==> src/rtl/cook_timer_pkg.sv <==
// Shared BCD definitions for the cook timer: digit width, time layout and
// the digit constants used by the countdown and keypad entry logic.
package cook_timer_pkg;

   localparam int BCD_W = 4;

   localparam logic [BCD_W-1:0] BCD_DIGIT_ZERO = 4'd0;
   localparam logic [BCD_W-1:0] BCD_DIGIT_ONE  = 4'd1;
   localparam logic [BCD_W-1:0] BCD_NINE       = 4'd9;
   localparam logic [BCD_W-1:0] SEC_TENS_MAX   = 4'd5;

   typedef struct packed {
      logic [BCD_W-1:0] m10;
      logic [BCD_W-1:0] m1;
      logic [BCD_W-1:0] s10;
      logic [BCD_W-1:0] s1;
   } bcd_time_t;

   localparam bcd_time_t BCD_ZERO = 16'h0000;
   localparam bcd_time_t BCD_ONE  = 16'h0001;

endpackage

==> src/rtl/cook_timer_sec_prescaler.sv <==
// Divides clk down to a one-cycle step pulse every TICKS_PER_SEC enabled
// clocks; the partial count is held while en is low.
module cook_timer_sec_prescaler #(
   parameter int TICKS_PER_SEC = 50_000_000,
   parameter int PRESC_W       = 26
) (
   input  logic clk,
   input  logic rstn,
   input  logic en,
   input  logic clr,
   output logic step
);

   logic [PRESC_W-1:0] r_cnt;
   logic               w_last;

   assign w_last = (r_cnt == PRESC_W'(TICKS_PER_SEC - 1));
   assign step   = en & w_last;

   always_ff @(posedge clk or negedge rstn) begin
      if (!rstn) begin
         r_cnt <= '0;
      end else if (clr) begin
         r_cnt <= '0;
      end else if (en) begin
         if (w_last) r_cnt <= '0;
         else        r_cnt <= r_cnt + 1'b1;
      end
   end

endmodule

==> src/rtl/cook_timer.sv <==
// MM:SS BCD cook timer: keypad digit entry while idle, one-second countdown
// while the magnetron is on, zero flag and end-of-cook beeper pulse.
module cook_timer
   import cook_timer_pkg::*;
#(
   parameter int TICKS_PER_SEC = 50_000_000,
   parameter int PRESC_W       = 26
) (
   input  logic        clk,
   input  logic        rstn,
   input  logic        mag_on,
   input  logic        clrn,
   input  logic        digit_valid,
   input  logic [3:0]  digit,
   output logic [15:0] time_bcd,
   output logic        timer_done,
   output logic        done_pulse
);

   bcd_time_t r_time;
   bcd_time_t w_time_nxt;
   logic      r_done;
   logic      r_pulse;
   logic      w_pulse_nxt;
   logic      w_time_nz;
   logic      w_presc_en;
   logic      w_presc_clr;
   logic      w_step;
   logic      w_entry;

   // Minutes digits borrow through 9, seconds tens through 5.
   function automatic bcd_time_t bcd_dec(input bcd_time_t t);
      bcd_time_t res;
      res = t;
      if (t.s1 != BCD_DIGIT_ZERO) begin
         res.s1 = t.s1 - BCD_DIGIT_ONE;
      end else begin
         res.s1 = BCD_NINE;
         if (t.s10 != BCD_DIGIT_ZERO) begin
            res.s10 = t.s10 - BCD_DIGIT_ONE;
         end else begin
            res.s10 = SEC_TENS_MAX;
            if (t.m1 != BCD_DIGIT_ZERO) begin
               res.m1 = t.m1 - BCD_DIGIT_ONE;
            end else begin
               res.m1  = BCD_NINE;
               res.m10 = t.m10 - BCD_DIGIT_ONE;
            end
         end
      end
      return res;
   endfunction

   assign w_time_nz   = (r_time != BCD_ZERO);
   assign w_presc_en  = mag_on & w_time_nz;
   assign w_presc_clr = ~clrn | ~w_time_nz;
   assign w_entry     = digit_valid & ~mag_on & (digit <= BCD_NINE);

   cook_timer_sec_prescaler #(
      .TICKS_PER_SEC (TICKS_PER_SEC),
      .PRESC_W       (PRESC_W)
   ) u_presc (
      .clk  (clk),
      .rstn (rstn),
      .en   (w_presc_en),
      .clr  (w_presc_clr),
      .step (w_step)
   );

   // Clear beats countdown beats entry; step and entry exclude each other via mag_on.
   always_comb begin
      w_time_nxt  = r_time;
      w_pulse_nxt = 1'b0;
      if (!clrn) begin
         w_time_nxt = BCD_ZERO;
      end else if (w_step) begin
         w_time_nxt  = bcd_dec(r_time);
         w_pulse_nxt = (r_time == BCD_ONE);
      end else if (w_entry) begin
         w_time_nxt = {r_time.m1, r_time.s10, r_time.s1, digit};
      end
   end

   always_ff @(posedge clk or negedge rstn) begin
      if (!rstn) begin
         r_time  <= BCD_ZERO;
         r_done  <= 1'b1;
         r_pulse <= 1'b0;
      end else begin
         r_time  <= w_time_nxt;
         r_done  <= (w_time_nxt == BCD_ZERO);
         r_pulse <= w_pulse_nxt;
      end
   end

   assign time_bcd   = r_time;
   assign timer_done = r_done;
   assign done_pulse = r_pulse;

endmodule

==> config.mk <==
export PLATFORM = sky130hd
export DESIGN_NAME = cook_timer
export DESIGN_NICKNAME = d
export VERILOG_FILES = /design/src/rtl/cook_timer_pkg.sv /design/src/rtl/cook_timer_sec_prescaler.sv /design/src/rtl/cook_timer.sv
export SDC_FILE = /design/constraint.sdc
export NUM_CORES = 1
export LEC_CHECK = 0
export ABC_AREA = 1
export ABC_CLOCK_PERIOD_IN_PS = 3800
export CAP_MARGIN = 20
export CORE_MARGIN = 5
export CORE_UTILIZATION = 35
export CTS_CLUSTER_DIAMETER = 100
export DETAILED_ROUTE_END_ITERATION = 10
export GPL_TIMING_DRIVEN = 0
export PLACE_DENSITY = 0.57
export SKIP_LAST_GASP = 1
export SLEW_MARGIN = 20
export SYNTH_ARGS = -nofsm -noshare
export SYNTH_HDL_FRONTEND = slang
export SYNTH_SLANG_ARGS = --single-unit
==> constraint.sdc <==
create_clock -name clk -period 3.8 [get_ports clk]
set_input_delay 0.38 -clock clk [delete_from_list [all_inputs] [get_ports clk]]
set_output_delay 0.38 -clock clk [all_outputs]
set_load 0.1 [all_outputs]
==> Yosys cells after proc, flatten, opt, wreduce, memory -nomap -nowiden <==
Cells that the tools add are included.
{ "classes": {"n_addsub": 5, "magnitude_cmp": 1, "n_eq_ne": 2, "muxes": 14, "bitwise_logic": 8, "reduce_logical": 6} }
{ "op_table": {"columns": ["op", "n"], "rows": [
  ["two-way mux 26 bit", 3],
  ["two-way mux 16 bit", 3],
  ["adder 26 x 1 -> 26 bit, second input constant", 1],
  ["equality test 26 bit, second input constant", 1],
  ["equality test 16 x 1 -> 1 bit, second input constant", 1],
  ["zero test 16 bit", 1],
  ["two-way mux 4 bit", 4],
  ["nonzero test 16 bit", 1],
  ["subtractor 4 x 1 -> 4 bit, second input constant", 4],
  ["two-way mux 12 bit", 1],
  ["nonzero test 4 bit", 3],
  ["two-way mux 8 bit", 1],
  ["AND 1 bit", 4],
  ["<= comparator 4 bit, second input constant", 1],
  ["NOT 1 bit", 3],
  ["two-way mux 1 bit", 2],
  ["nonzero test 2 bit", 1],
  ["bitwise OR 1 bit", 1]
]} }
{ "totals": {"ff_bits": 44, "input_bits": 9, "wordCells": 43} }

==> Longest topological paths before layout <==
{ "logic_depth": {"depth_word": 7, "mapped_depth": 15} }

==> Cells and area by module <==
From an unflattened synthesis, not the netlist that was laid out.
{ "unflattened": {"hier_cells": 488, "area_unflattened_um2": 3204.3} }
{ "modules_own_cells": {"columns": ["module", "instances", "cells_per_inst", "area_each_um2", "seq_area_each_um2"], "rows": [
  ["cook_timer_sec_prescaler", 1, 246, 1687.9, 650.6],
  ["cook_timer", 1, 242, 1516.5, 451.7]
]} }

==> Worst setup path before layout <==
Ideal clock, no wire load.
{ "synth_timing": {"path_kind": "reg-to-reg", "start": "register r_time, in the netlist time_bcd[8]", "end": "register r_done (netlist: timer_done)", "setup_ps": 67, "arrival_ps": 2441, "setup_slack_ps": 1292, "path_stages_with_launch": 15, "n_path_buf": 1, "path_cell_list": "dfrtp_1 > inv_1 > ha_1 > nand2_1 > nor2_2 > nand2_4 > nand2_2 > nor2_4 > buf_6 > nand2_1 > nand3_2 > nand2_1 > nor2_1 > nand2_1 > nor2_1"} }
{ "synth_via": {"elab_chain_len": 7} }
{ "synth_lines": {"columns": ["item", "line", "source"], "rows": [
  ["start, declared", "cook_timer.sv:20", "bcd_time_t r_time;"],
  ["start signal, assigned", "cook_timer.sv:90", "r_time <= w_time_nxt;"],
  ["subtractor 4 x 1 -> 4 bit or nonzero test 4 bit (tied branches)", "cook_timer.sv:44, cook_timer.sv:43", null],
  ["two-way mux 4 bit", "cook_timer.sv:43", "if (t.m1 != BCD_DIGIT_ZERO) begin"],
  ["two-way mux 8 bit", "cook_timer.sv:39", "if (t.s10 != BCD_DIGIT_ZERO) begin"],
  ["two-way mux 12 bit", "cook_timer.sv:35", "if (t.s1 != BCD_DIGIT_ZERO) begin"],
  ["two-way mux 16 bit *", "cook_timer.sv:76", "end else if (w_step) begin"],
  ["two-way mux 16 bit *", "cook_timer.sv:74", "if (!clrn) begin"],
  ["zero test 16 bit *", "cook_timer.sv:91", "r_done <= (w_time_nxt == BCD_ZERO);"],
  ["end signal, assigned", "cook_timer.sv:91", null],
  ["end, declared", "cook_timer.sv:22", "logic r_done;"]
]} }
Mark *: on every way between the ends. The rest lies on a longest branch, timed or not.
A chain may end at the register's enable or synchronous reset.

==> Worst setup path in the final report <==
{ "layout_timing": {"start": "register r_time, in the netlist time_bcd[2]", "end": "output time_bcd[2]"} }
{ "layout_lines": {"columns": ["item", "line", "source"], "rows": [
  ["end, declared", "cook_timer.sv:15", "output logic [15:0] time_bcd,"]
]} }
No word-level cell between the ends.

==> qor.csv <==
metric;value;unit
synth_ff_type;dfrtp_1;
grt_start_max_net_pins;28;
initial_core_util;36.2;%
nets;509;
placed_area;3590;um^2
cp_max_fo;7;
drt-initial-drc-count;207;
slew_violations;0;
register_area;1100;um^2
yosysMostFrequentCell;nand2_1;
skew;0.0116;ns
synth_top_area_share;33.8;%
ctsHoldBuffers;0;
routed_via_density;5.04;
detail-route-antenna-nets;0;
pre_cts_ws;1.34;ns
cts_tree;done;
maxCapViolCount;0;
cts_buffers;5;
track_usage;15.6;%
p_per_area;332;nW/um^2
htreeDepth;2;
synth-edff-count;0;
layout_setup_ws;1.41;ns
synthTopCellsByArea;dfrtp_1 (34%), nand2_1 (14%), inv_1 (7.7%), nand3_1 (5.5%), nor2_1 (5.1%);
fp-row-count;34;
fin_crit;2.39;ns
yosys.area.top_type;dfrtp_1;
rsz0062_at_grt;false;
crit_path_end_kind;output pin;
crit_chain;clkdlybuf4s50_1;
root_buffer;clkbuf_8;
synthToLayoutAreaGrowth;16.4;%
setup_viol;0;
antenna_cells;0;
worst_ep_arrival_time;2.01;ns
instances_no_fill;604;
clock-sinks;44;
dr.pass1.iters;4;
ys_seq_elements;44;
synthCells;462;
grt_pass1_vias;2996;
crit_path_start_kind;flop;
die-width;105;um
tightest_slew;0.972;ns
cts-resized-gates;0;
final-hold-violation-count;0;
fillers;910;
worst_path_largest_cell_delay;1.19;ns
slew_headroom;35.0;%
fmax;419;MHz
use_met2;24.8;%
gp_congestion;0.879;
synth_cell_types;40;
synth_area_per_cell;6.90;um^2
drc_errors;0;
grt_use_met1;20.5;%
core;8810;um^2
critical_path_required;3.42;ns
syn_nets;476;
numPortBuffers;25;
vdd_drop_max;0.000194;V
grt_pass1_wl;14200;um
gr-max-usage-layer;met2;
die_y;105;um
clockBufferDepth;2;
path_class;reg2out;
place.detailed.hpwl;6420;um
yosys_warnings;0;
synth_seq_area_share;34.6;%
clock_latency;0.30;ns
async_flop_share;100;%
io_pins;27;
syn_area;3190;um^2
cts.clk_slew.worst_paths;0.09;ns
routed_wirelength;8450;um
dieArea;11100;um^2
synthTopCellsByCount;nand2_1 (122), inv_1 (65), dfrtp_1 (43), nor2_1 (43), nand3_1 (35);
grt_overflow;0;
gr-usage-met3;3.42;%
tns;0;ns
cts_setup_buffers;0;
crit_family;buffers and inverters;
antenna_found_initial;0;
multi_input_area;1740;um^2
hold_slack;0.00222;ns
crit_slowest_cell;clkdlybuf4s50_1;
vias;3045;
layout-drive-gt1-share;11.3;%
post-route-cell-area;3710;um^2
dp_cells;596;
avgRoutedWirePerCell;14.0;um
status;completed;
p_leak;0.00185;uW
hp-class;in2async;
cp.buffers_inverters;1;
period_share;62.8;%
-- sequential cells by signal, indices dropped and copies added (netlist names) --
register / flops
u_presc.r_cnt: 26
time_bcd: 16
done_pulse: 1
timer_done: 1
-- area by class of cell --
| cell class | instances | share of cell area, % |
|---|---|---|
| Buffer | 11 | 2.23 |
| Multi-Input combinational cell | 337 | 46.9 |
| Sequential cell | 44 | 29.7 |
| Tap cell | 108 | 3.64 |
| Clock buffer | 6 | 2.23 |
| Timing Repair Buffer | 26 | 7.15 |
| Clock inverter | 2 | 1.05 |
| Inverter | 70 | 7.09 |
-- placed cells by master, fill, tap and decap left out, types with 2 or more instances in the layout --
cell	count
nand2_2	5
nor2_1	43
nor2_2	6
o31ai_1	2
clkbuf_1	2
inv_2	5
o21ai_0	28
clkbuf_8	6
dfrtp_1	43
o22ai_1	2
xor2_1	5
nand3b_1	3
nand3_2	6
buf_4	2
nand3_1	35
a21oi_1	21
nor3b_2	2
o21ai_1	5
nand2_4	3
a31oi_1	4
nor2_4	6
a21boi_0	2
buf_6	4
ha_1	5
nand2_1	122
nor3_1	10
inv_1	65
nand4_1	11
buf_2	4
clkdlybuf4s50_1	24
-- where the power goes --
part | total, uW | internal (uW) | switching, uW | leakage, uW
logic | 341 | 97.2 | 243 | 0.00118
registers | 500 | 482 | 18.0 | 0.000604
clock network | 389 | 215 | 173 | 0.0000614
total | 1230 | 795 | 435 | 0.00185
-- final timing paths --
path | slack (ns) | end | cells after the start | start
max | 1.41 | time_bcd[2] | 1 | time_bcd[2]
min | 0.002 | u_presc.r_cnt[13] | 1 | rstn
max reg2reg | 1.50 | timer_done | 13 | time_bcd[8]
min reg2reg | 0.56 | u_presc.r_cnt[15] | 2 | u_presc.r_cnt[15]
max in group asynchronous | 3.21 | timer_done | 2 | rstn
min in group clk | 0.50 | time_bcd[9] | 3 | clrn
-- metrics by stage --
stage	utilization (%)	total power, uW
final	42.1	1230
after global routing	42.1	1300
after CTS	42.1	1250
after detailed placement	40.7	850
after global placement	40.6	848
after floorplan	-	759
-- cell families after synthesis --
logic type / after synthesis / synth area share, %
flops: 44 / 34.6
compound gates: 68 / 11.7
simple gates: 258 / 39.3
mux: 1 / 0.314
xor+xnor: 5 / 1.37
buf+inv: 81 / 10.8
fa+ha+maj: 5 / 1.96
-- layer usage --
metal / up-vias / wire length (um)
li1: 1556 / -
met2: 68 / 3910
met4: 0 / 145
met3: 12 / 489
met1: 1409 / 3910
met5: - / 0
(Power assumes the default switching activity.)
